### config.mk
export PLATFORM = sky130hd
export DESIGN_NAME = door_actuator_flat
export DESIGN_NICKNAME = d
export VERILOG_FILES = /design/src/rtl/door_pkg.sv /design/src/rtl/door_actuator_if.sv /design/src/rtl/door_actuator_hold_timer.sv /design/src/rtl/door_actuator.sv /design/src/flat_wrapper.sv
export SDC_FILE = /design/constraint.sdc
export NUM_CORES = 1
export LEC_CHECK = 0
export CORE_MARGIN = 5
export CORE_UTILIZATION = 30
export DETAILED_ROUTE_END_ITERATION = 8
export HOLD_SLACK_MARGIN = 0.06
export PLACE_DENSITY = 0.56
export SKIP_LAST_GASP = 1
export SLEW_MARGIN = 20
export SYNTH_ARGS = -nofsm -noshare
export SYNTH_HDL_FRONTEND = slang
export SYNTH_SLANG_ARGS = --single-unit
### constraint.sdc
create_clock -name i_clk -period 4.1 [get_ports i_clk]
set_input_delay 0.82 -clock i_clk [delete_from_list [all_inputs] [get_ports i_clk]]
set_output_delay 0.82 -clock i_clk [all_outputs]
set_load 0.02 [all_outputs]
### src/rtl/door_pkg.sv
// Shared door command definitions: state encoding common to the control FSM
// and the actuator, plus the motor direction levels.
package door_pkg;

  typedef enum logic [1:0] {
    CLOSED    = 2'b00,
    OPENING   = 2'b01,
    OPEN_HOLD = 2'b10,
    CLOSING   = 2'b11
  } door_state_t;

  localparam logic DIR_OPEN  = 1'b1;
  localparam logic DIR_CLOSE = 1'b0;

endpackage

### src/rtl/door_actuator_if.sv
// Door command interface between the control FSM (master) and the actuator
// (slave): command pulses out, timeout pulse and end-stop status back.
interface door_actuator_if;
  import door_pkg::*;

  logic cmd_open;
  logic cmd_close;
  logic timeout;
  logic fully_open;
  logic fully_closed;

  modport master (
    output cmd_open,
    output cmd_close,
    input  timeout,
    input  fully_open,
    input  fully_closed
  );

  modport slave (
    input  cmd_open,
    input  cmd_close,
    output timeout,
    output fully_open,
    output fully_closed
  );

endinterface

### src/rtl/door_actuator_hold_timer.sv
// Open-hold interval timer: counts idle cycles while enabled and emits a
// single-cycle timeout pulse once per expiry, re-armed only by a restart.
module door_hold_timer
  import door_pkg::*;
#(
  parameter int HOLD_CYCLES = 16,
  parameter int CNT_W       = 8
) (
  input  logic i_clk,
  input  logic i_rst_n,
  input  logic i_enable,
  input  logic i_restart,
  output logic o_timeout
);

  localparam logic [CNT_W-1:0] L_HOLD_LAST = CNT_W'(HOLD_CYCLES - 1);

  logic [CNT_W-1:0] r_hold_cnt;
  logic             r_expired;
  logic             r_timeout;

  always_ff @(posedge i_clk or negedge i_rst_n) begin
    if (!i_rst_n) begin
      r_hold_cnt <= '0;
      r_expired  <= 1'b0;
      r_timeout  <= 1'b0;
    end else begin
      r_timeout <= 1'b0;
      if (!i_enable || i_restart) begin
        r_hold_cnt <= '0;
        r_expired  <= 1'b0;
      end else if (!r_expired) begin
        r_hold_cnt <= r_hold_cnt + 1'b1;
        // Expiry latches so the pulse fires once until a restart.
        if (r_hold_cnt == L_HOLD_LAST) begin
          r_timeout <= 1'b1;
          r_expired <= 1'b1;
        end
      end
    end
  end

  assign o_timeout = r_timeout;

endmodule

### src/rtl/door_actuator.sv
// Door actuator responder: sequences motor enable/direction from open/close
// command pulses, tracks travel position and reports hold timeout/end-stops.
module door_actuator
  import door_pkg::*;
#(
  parameter int TRAVEL_CYCLES = 8,
  parameter int HOLD_CYCLES   = 16,
  parameter int CNT_W         = 8
) (
  input  logic             i_clk,
  input  logic             i_rst_n,
  door_actuator_if.slave   cmd_if,
  input  logic             i_sensor,
  output logic             o_motor_en,
  output logic             o_motor_dir,
  output logic [CNT_W-1:0] o_door_pos
);

  localparam logic [CNT_W-1:0] L_TRAVEL    = CNT_W'(TRAVEL_CYCLES);
  localparam logic [CNT_W-1:0] L_TRAVEL_M1 = CNT_W'(TRAVEL_CYCLES - 1);
  localparam logic [CNT_W-1:0] L_ONE       = CNT_W'(1);

  door_state_t      r_state;
  door_state_t      w_state_nxt;
  logic [CNT_W-1:0] r_door_pos;
  logic [CNT_W-1:0] w_door_pos_nxt;
  logic             w_open_req;
  logic             w_close_req;
  logic             w_timeout_raw;

  assign w_open_req  = cmd_if.cmd_open;
  assign w_close_req = cmd_if.cmd_close && !cmd_if.cmd_open;

  always_ff @(posedge i_clk or negedge i_rst_n) begin
    if (!i_rst_n) begin
      r_state    <= CLOSED;
      r_door_pos <= '0;
    end else begin
      r_state    <= w_state_nxt;
      r_door_pos <= w_door_pos_nxt;
    end
  end

  always_comb begin
    w_state_nxt    = r_state;
    w_door_pos_nxt = r_door_pos;
    case (r_state)
      CLOSED: begin
        if (w_open_req) w_state_nxt = OPENING;
      end
      OPENING: begin
        if (w_close_req) begin
          w_state_nxt = CLOSING;
        end else if (r_door_pos == L_TRAVEL) begin
          // Reversal right at the top of travel: settle without stepping.
          w_state_nxt = OPEN_HOLD;
        end else begin
          w_door_pos_nxt = r_door_pos + 1'b1;
          if (r_door_pos == L_TRAVEL_M1) w_state_nxt = OPEN_HOLD;
        end
      end
      OPEN_HOLD: begin
        if (w_close_req) w_state_nxt = CLOSING;
      end
      CLOSING: begin
        // Safety reversal outranks the closing step.
        if (i_sensor || w_open_req) begin
          w_state_nxt = OPENING;
        end else if (r_door_pos == '0) begin
          w_state_nxt = CLOSED;
        end else begin
          w_door_pos_nxt = r_door_pos - 1'b1;
          if (r_door_pos == L_ONE) w_state_nxt = CLOSED;
        end
      end
      default: begin
        w_state_nxt    = CLOSED;
        w_door_pos_nxt = '0;
      end
    endcase
  end

  door_hold_timer #(
    .HOLD_CYCLES (HOLD_CYCLES),
    .CNT_W       (CNT_W)
  ) u_hold_timer (
    .i_clk     (i_clk),
    .i_rst_n   (i_rst_n),
    .i_enable  (r_state == OPEN_HOLD),
    .i_restart (i_sensor || cmd_if.cmd_open),
    .o_timeout (w_timeout_raw)
  );

  assign o_motor_en          = (r_state == OPENING) || (r_state == CLOSING);
  assign o_motor_dir         = (r_state == OPENING) ? DIR_OPEN : DIR_CLOSE;
  assign o_door_pos          = r_door_pos;
  assign cmd_if.fully_open   = (r_state == OPEN_HOLD);
  assign cmd_if.fully_closed = (r_state == CLOSED);
  // A pulse raised on the edge that leaves OPEN_HOLD is dropped.
  assign cmd_if.timeout      = w_timeout_raw && (r_state == OPEN_HOLD);

endmodule
### src/flat_wrapper.sv
// flat-port wrapper written by rule: the top's interface ports become plain ports
module door_actuator_flat import door_pkg::*;
#(
  parameter int TRAVEL_CYCLES = 8,
  parameter int HOLD_CYCLES   = 16,
  parameter int CNT_W         = 8
)
  (i_clk, i_rst_n, i_sensor, o_motor_en, o_motor_dir, o_door_pos, cmd_if_cmd_open, cmd_if_cmd_close, cmd_if_timeout, cmd_if_fully_open, cmd_if_fully_closed);
  door_actuator_if cmd_if_i ();
  input  logic i_clk;
  input  logic i_rst_n;
  input  logic i_sensor;
  output logic o_motor_en;
  output logic o_motor_dir;
  output logic [CNT_W-1:0] o_door_pos;
  input wire logic [$bits(cmd_if_i.cmd_open)-1:0] cmd_if_cmd_open;
  input wire logic [$bits(cmd_if_i.cmd_close)-1:0] cmd_if_cmd_close;
  output wire logic [$bits(cmd_if_i.timeout)-1:0] cmd_if_timeout;
  output wire logic [$bits(cmd_if_i.fully_open)-1:0] cmd_if_fully_open;
  output wire logic [$bits(cmd_if_i.fully_closed)-1:0] cmd_if_fully_closed;
  assign cmd_if_i.cmd_open = cmd_if_cmd_open;
  assign cmd_if_i.cmd_close = cmd_if_cmd_close;
  assign cmd_if_timeout = cmd_if_i.timeout;
  assign cmd_if_fully_open = cmd_if_i.fully_open;
  assign cmd_if_fully_closed = cmd_if_i.fully_closed;
  door_actuator #(.TRAVEL_CYCLES(TRAVEL_CYCLES), .HOLD_CYCLES(HOLD_CYCLES), .CNT_W(CNT_W)) u_core (.i_clk(i_clk), .i_rst_n(i_rst_n), .cmd_if(cmd_if_i), .i_sensor(i_sensor), .o_motor_en(o_motor_en), .o_motor_dir(o_motor_dir), .o_door_pos(o_door_pos));
endmodule
**Yosys cells after proc, flatten, opt, wreduce, memory -nomap -nowiden**

Index checks and enable logic that the tools add are counted.

- Register bits: 20
- Logic and storage cells: 58

- Eq/ne operators: 16
- Muxes and demuxes: 22
- $add $sub $neg: 3
- Reduce and logical (&&, ||, !) cells: 12

Operators with widths:

| operator | count |
|---|---|
| 2-to-1 mux 8 bit | 6 |
| adder 8 x 1 -> 8 bit, second input constant | 2 |
| == test 8 x 4 -> 1 bit, second input constant | 2 |
| 2-to-1 mux 2 bit | 8 |
| one-hot mux 8 bit (2 select lines) | 1 |
| inequality test 2 bit, second input constant | 5 |
| == test 8 x 1 -> 1 bit, second input constant | 1 |
| == test 8 x 3 -> 1 bit, second input constant | 1 |
| zero test 8 bit | 1 |
| one-hot mux 2 bit (4 select lines) | 1 |
| subtractor 8 x 1 -> 8 bit, second input constant | 1 |
| 2-to-1 mux 1 bit | 6 |
| AND reduction 5 bit | 1 |
| == test 2 bit, second input constant | 2 |
| inequality test 2 x 1 -> 1 bit, second input constant | 2 |
| inequality test 4 x 1 -> 1 bit, second input constant | 1 |
| inequality test 4 x 2 -> 1 bit, second input constant | 1 |
| AND reduction 4 bit | 1 |
| logical OR 1 bit | 3 |
| == test 2 x 1 -> 1 bit, second input constant | 1 |
| logical AND 1 bit | 2 |
| zero test 1 bit | 2 |
| zero test 2 bit | 1 |
| nonzero test 2 bit | 1 |

**Depth between registers and ports, before layout**

- Depth after elaboration: 5
- Mapped depth: 6
- Gate-level depth less buffers: 6

**Hierarchy**

Synthesis repeated with hierarchy kept, for this count alone.

- Cell total of the unflattened synthesis: 133
- Area, all modules: 1312.5 um^2

Modules (own cells, without submodules):

| module | cells each | area an instance (um^2) | instances | seq. area each (um^2) |
|---|---|---|---|---|
| door_actuator | 86 | 814.5 | 1 | 250.2 |
| door_hold_timer | 47 | 498.0 | 1 | 250.2 |

**Least setup slack after synthesis**

OpenSTA, ideal clock, no wires.

- Kind: register -> output
- From: register u_core.r_state[0]
- To: output port o_motor_en
- Data arrival time: 1.141 ns
- Required time: 3.280 ns
- Path slack: 2.139 ns
- Stages on the path, launching flop included: 4
- Cells stage by stage: dfrtp_1 -> ha_1 -> buf_2 -> or2_2

- Word-level cells in the longest chain between the ends: 2
- Elaborated cells on any way between the ends: 3

RTL lines:

| element | RTL line | RTL |
|---|---|---|
| start: declaration | door_actuator.sv:23 | `door_state_t r_state;` |
| start signal: assignment | door_actuator.sv:39 | `r_state <= w_state_nxt;` |
| == test 2 x 1 -> 1 bit / == test 2 bit (equally long branches) | door_actuator.sv:94 | `assign o_motor_en = (r_state == OPENING) \|\| (r_state == CLOSING);` |
| logical OR 1 bit * | door_actuator.sv:94 |  |
| end: declaration | flat_wrapper.sv:13 | `output logic o_motor_en;` |

Mark *: on every way between the ends. The rest lies on a longest branch, timed or not.

**Final worst setup path**

Ends and elaborated chain as after synthesis.

==> reports/qor.txt <==
status = finished, final reports clean
max_cap viols = 0
sequential cell area fraction in the yosys report = 38.46%
post-route ant nets = 0
Worst Path Required = 3.28 ns
hpwl dp = 1.900 mm
routed vias = 986
GP Congestion = 0.7854
GR Util All Layers = 10.20%
largest net degree at the start of global routing = 21
Post-CTS Hold Buffers = 0
Slew Limit Headroom = 52.02%
syn_nets = 141
post_cts resized = 0
Synth top cells by count = dfrtp_1 (20), nor2_1 (13), ha_1 (10)
first-pass GRT wire length = 4.478 mm
mean number of vias per cell = 5.031
Antenna diodes = 0
Gate power share = 55.5%
Leak = 0.6177 nW
Final Cycle Share = 67.82%
f_max = 359.6 MHz
number of port buffers = 17
wire per inst = 13.32 um
Max VDD drop = 0.2096 mV
Top-Level Pins = 18
Slew @ Worst Pin = 0.7149 ns
Die Y-Extent = 75.86 um
Post-synth top flop = dfrtp_1
CTS clk-pin slew, worst paths = 0.07 ns
Synth Register Bits = 20
Clock Power Share = 13.9%
Synth-to-Final Area Change = 20.38%
Post-synth ARST share = 100.0%
Setup CP Type = reg2out
root buf cell = clkbuf_8
Max Clock Skew = 0.001909 ns
NumNets Final = 160
internal power = 620.1 uW
total power = 1.102 mW
worst path arrival time = 1.96 ns
max-slew violation count = 0
sequential share of power = 30.6%
Synth top area share = 38.46%
Post-synth EDFFs = 0
layout cells sized above 1 = 10.42%
P_sw = 481.4 uW
total congestion overflow = 0
RSZ-0062 raised after global routing = no
area of the multi-input gates = 762.0 um2
Final min period = 2.781 ns
Cell variety after synth = 42
synthesis warning total = 0
post-synth design cell area = 1301 um2
Cell Rows = 24
worst hold path class = in2async
PD cells = 703.2 nW/um2
setup_tns = 0 ns
H-tree Lvls = 1
syn_area_per_cell = 10.33 um2
Initial Utilization = 30.30%
Net Sw Frac = 43.70%
core area = 4294 um2
TritonCTS buffer count = 3
largest area contributor in the netlist = dfrtp_1
Die ar. = 5755 um2
CTS tree = yes
initial antenna violation count = 0
crit start category = register
FF+latch area = 500.5 um2
endpoint class of the critical path = primary output
final setup violation count = 0
clock sinks = 20
postcts setup bufs = 0
Clock Path Buffers = 2
Clk Latency, worst-skew pair = 0.26 ns
reg2reg setup slack = 1.87 ns
crit path max fanout = 14
most common cell in the netlist = dfrtp_1
Synth Instances = 126
Die Width = 75.86 um
DRC viols = 0
vias in the first global route = 990
Initial DRT Pass Iterations = 2
1st-iter DRT viols = 50
total routed wirelength = 2.611 mm
Filler cells = 444
synth top area cells = dfrtp_1 (38%), ha_1 (9.6%), xor2_1 (6.1%)
Final Hold Viols = 0
flip-flops by register name (all words and copies together) (netlist names):
name	cells
u_core.u_hold_timer.r_expired	1
u_core.o_door_pos	8
u_core.u_hold_timer.o_timeout	1
u_core.u_hold_timer.r_hold_cnt	8
u_core.r_state	2
power by group through the flow:
stage          Clock (mW)  Sequential (mW)  Combinational, mW
2_1_floorplan           0            0.357              0.406
3_3_place_gp            0            0.338              0.608
3_5_place_dp            0            0.340              0.616
4_1_cts             0.159            0.337              0.621
5_1_grt             0.165            0.351              0.664
6_report            0.153            0.337              0.611
through the flow:
step / std cells / hold slack (ns) / worst slack (ns) / utilization (%) / cell area [um2]
finish: 196 / 0.4857 / 1.319 / 36.48 / 1567
global route: 196 / 0.5406 / 1.231 / 36.48 / 1567
CTS: 196 / 0.5413 / 1.305 / 36.60 / 1572
detailed placement: 192 / 0.5229 / 1.595 / 35.31 / 1516
global placement: 192 / 0.5275 / 1.611 / 35.31 / 1516
floorplan: 126 / 0.5112 / 2.139 / - / 1301
cells by family after synthesis:
group | after synthesis | share of synthesized area (%)
mux | 5 | 3.942
flops | 20 | 38.46
simple gates | 48 | 21.73
compound gates | 22 | 14.52
fa+ha+maj | 10 | 9.615
buf+inv | 8 | 2.980
xor+xnor | 13 | 8.750
worst paths after layout:
check | cells after the start | start | end
max | 3 | u_core.r_state[0]$_DFFE_PN0P_ | o_motor_en
min | 1 | i_rst_n | u_core.o_door_pos[0]$_DFFE_PN0P_
max reg2reg | 5 | u_core.r_state[1]$_DFFE_PN0P_ | u_core.o_door_pos[7]$_DFFE_PN0P_
min reg2reg | 1 | u_core.o_door_pos[7]$_DFFE_PN0P_ | u_core.o_door_pos[7]$_DFFE_PN0P_
max in group asynchronous | 1 | i_rst_n | u_core.r_state[0]$_DFFE_PN0P_
min in group i_clk | 1 | u_core.o_door_pos[7]$_DFFE_PN0P_ | u_core.o_door_pos[7]$_DFFE_PN0P_
cells in the final DEF, fill, tap and decap left out, drive strengths merged, types with 2 or more instances in the layout:
cell	n
o31ai	2
a211oi	3
or3	2
nor3	2
nor4	2
a221oi	2
xor2	9
nand2	5
nand4b	2
dfrtp	20
clkbuf	4
xnor2	4
inv	5
mux2i	4
nand3	4
nor2	13
clkdlybuf4s50	16
o21ai	4
ha	10
a21oi	5
nand2b	2
nand3b	3
or2	2
nor2b	3
per-layer routing:
metal | share of wire, % | vias up | global-route usage, %
met5 | 0 | - | 0
met4 | 2.4 | 0 | 5.049
met3 | 4.0 | 8 | 2.902
met2 | 51 | 15 | 17.68
met1 | 43 | 474 | 11.34
li1 | - | 489 | -
layout make-up:
type / count / share of cell area (%)
clock buffer: 4 / 3.514
inverter: 5 / 1.198
multi-input combinational: 98 / 48.64
sequential: 20 / 31.95
tap: 52 / 4.153
timing repair buffer: 17 / 10.54
critical path: stages (launching register included):
cell	delay, ns
dfrtp_1	0.40
ha_1	0.40
or2_2	0.37
clkdlybuf4s50_1	0.54
Note: power is estimated with default switching activity, not from simulation.
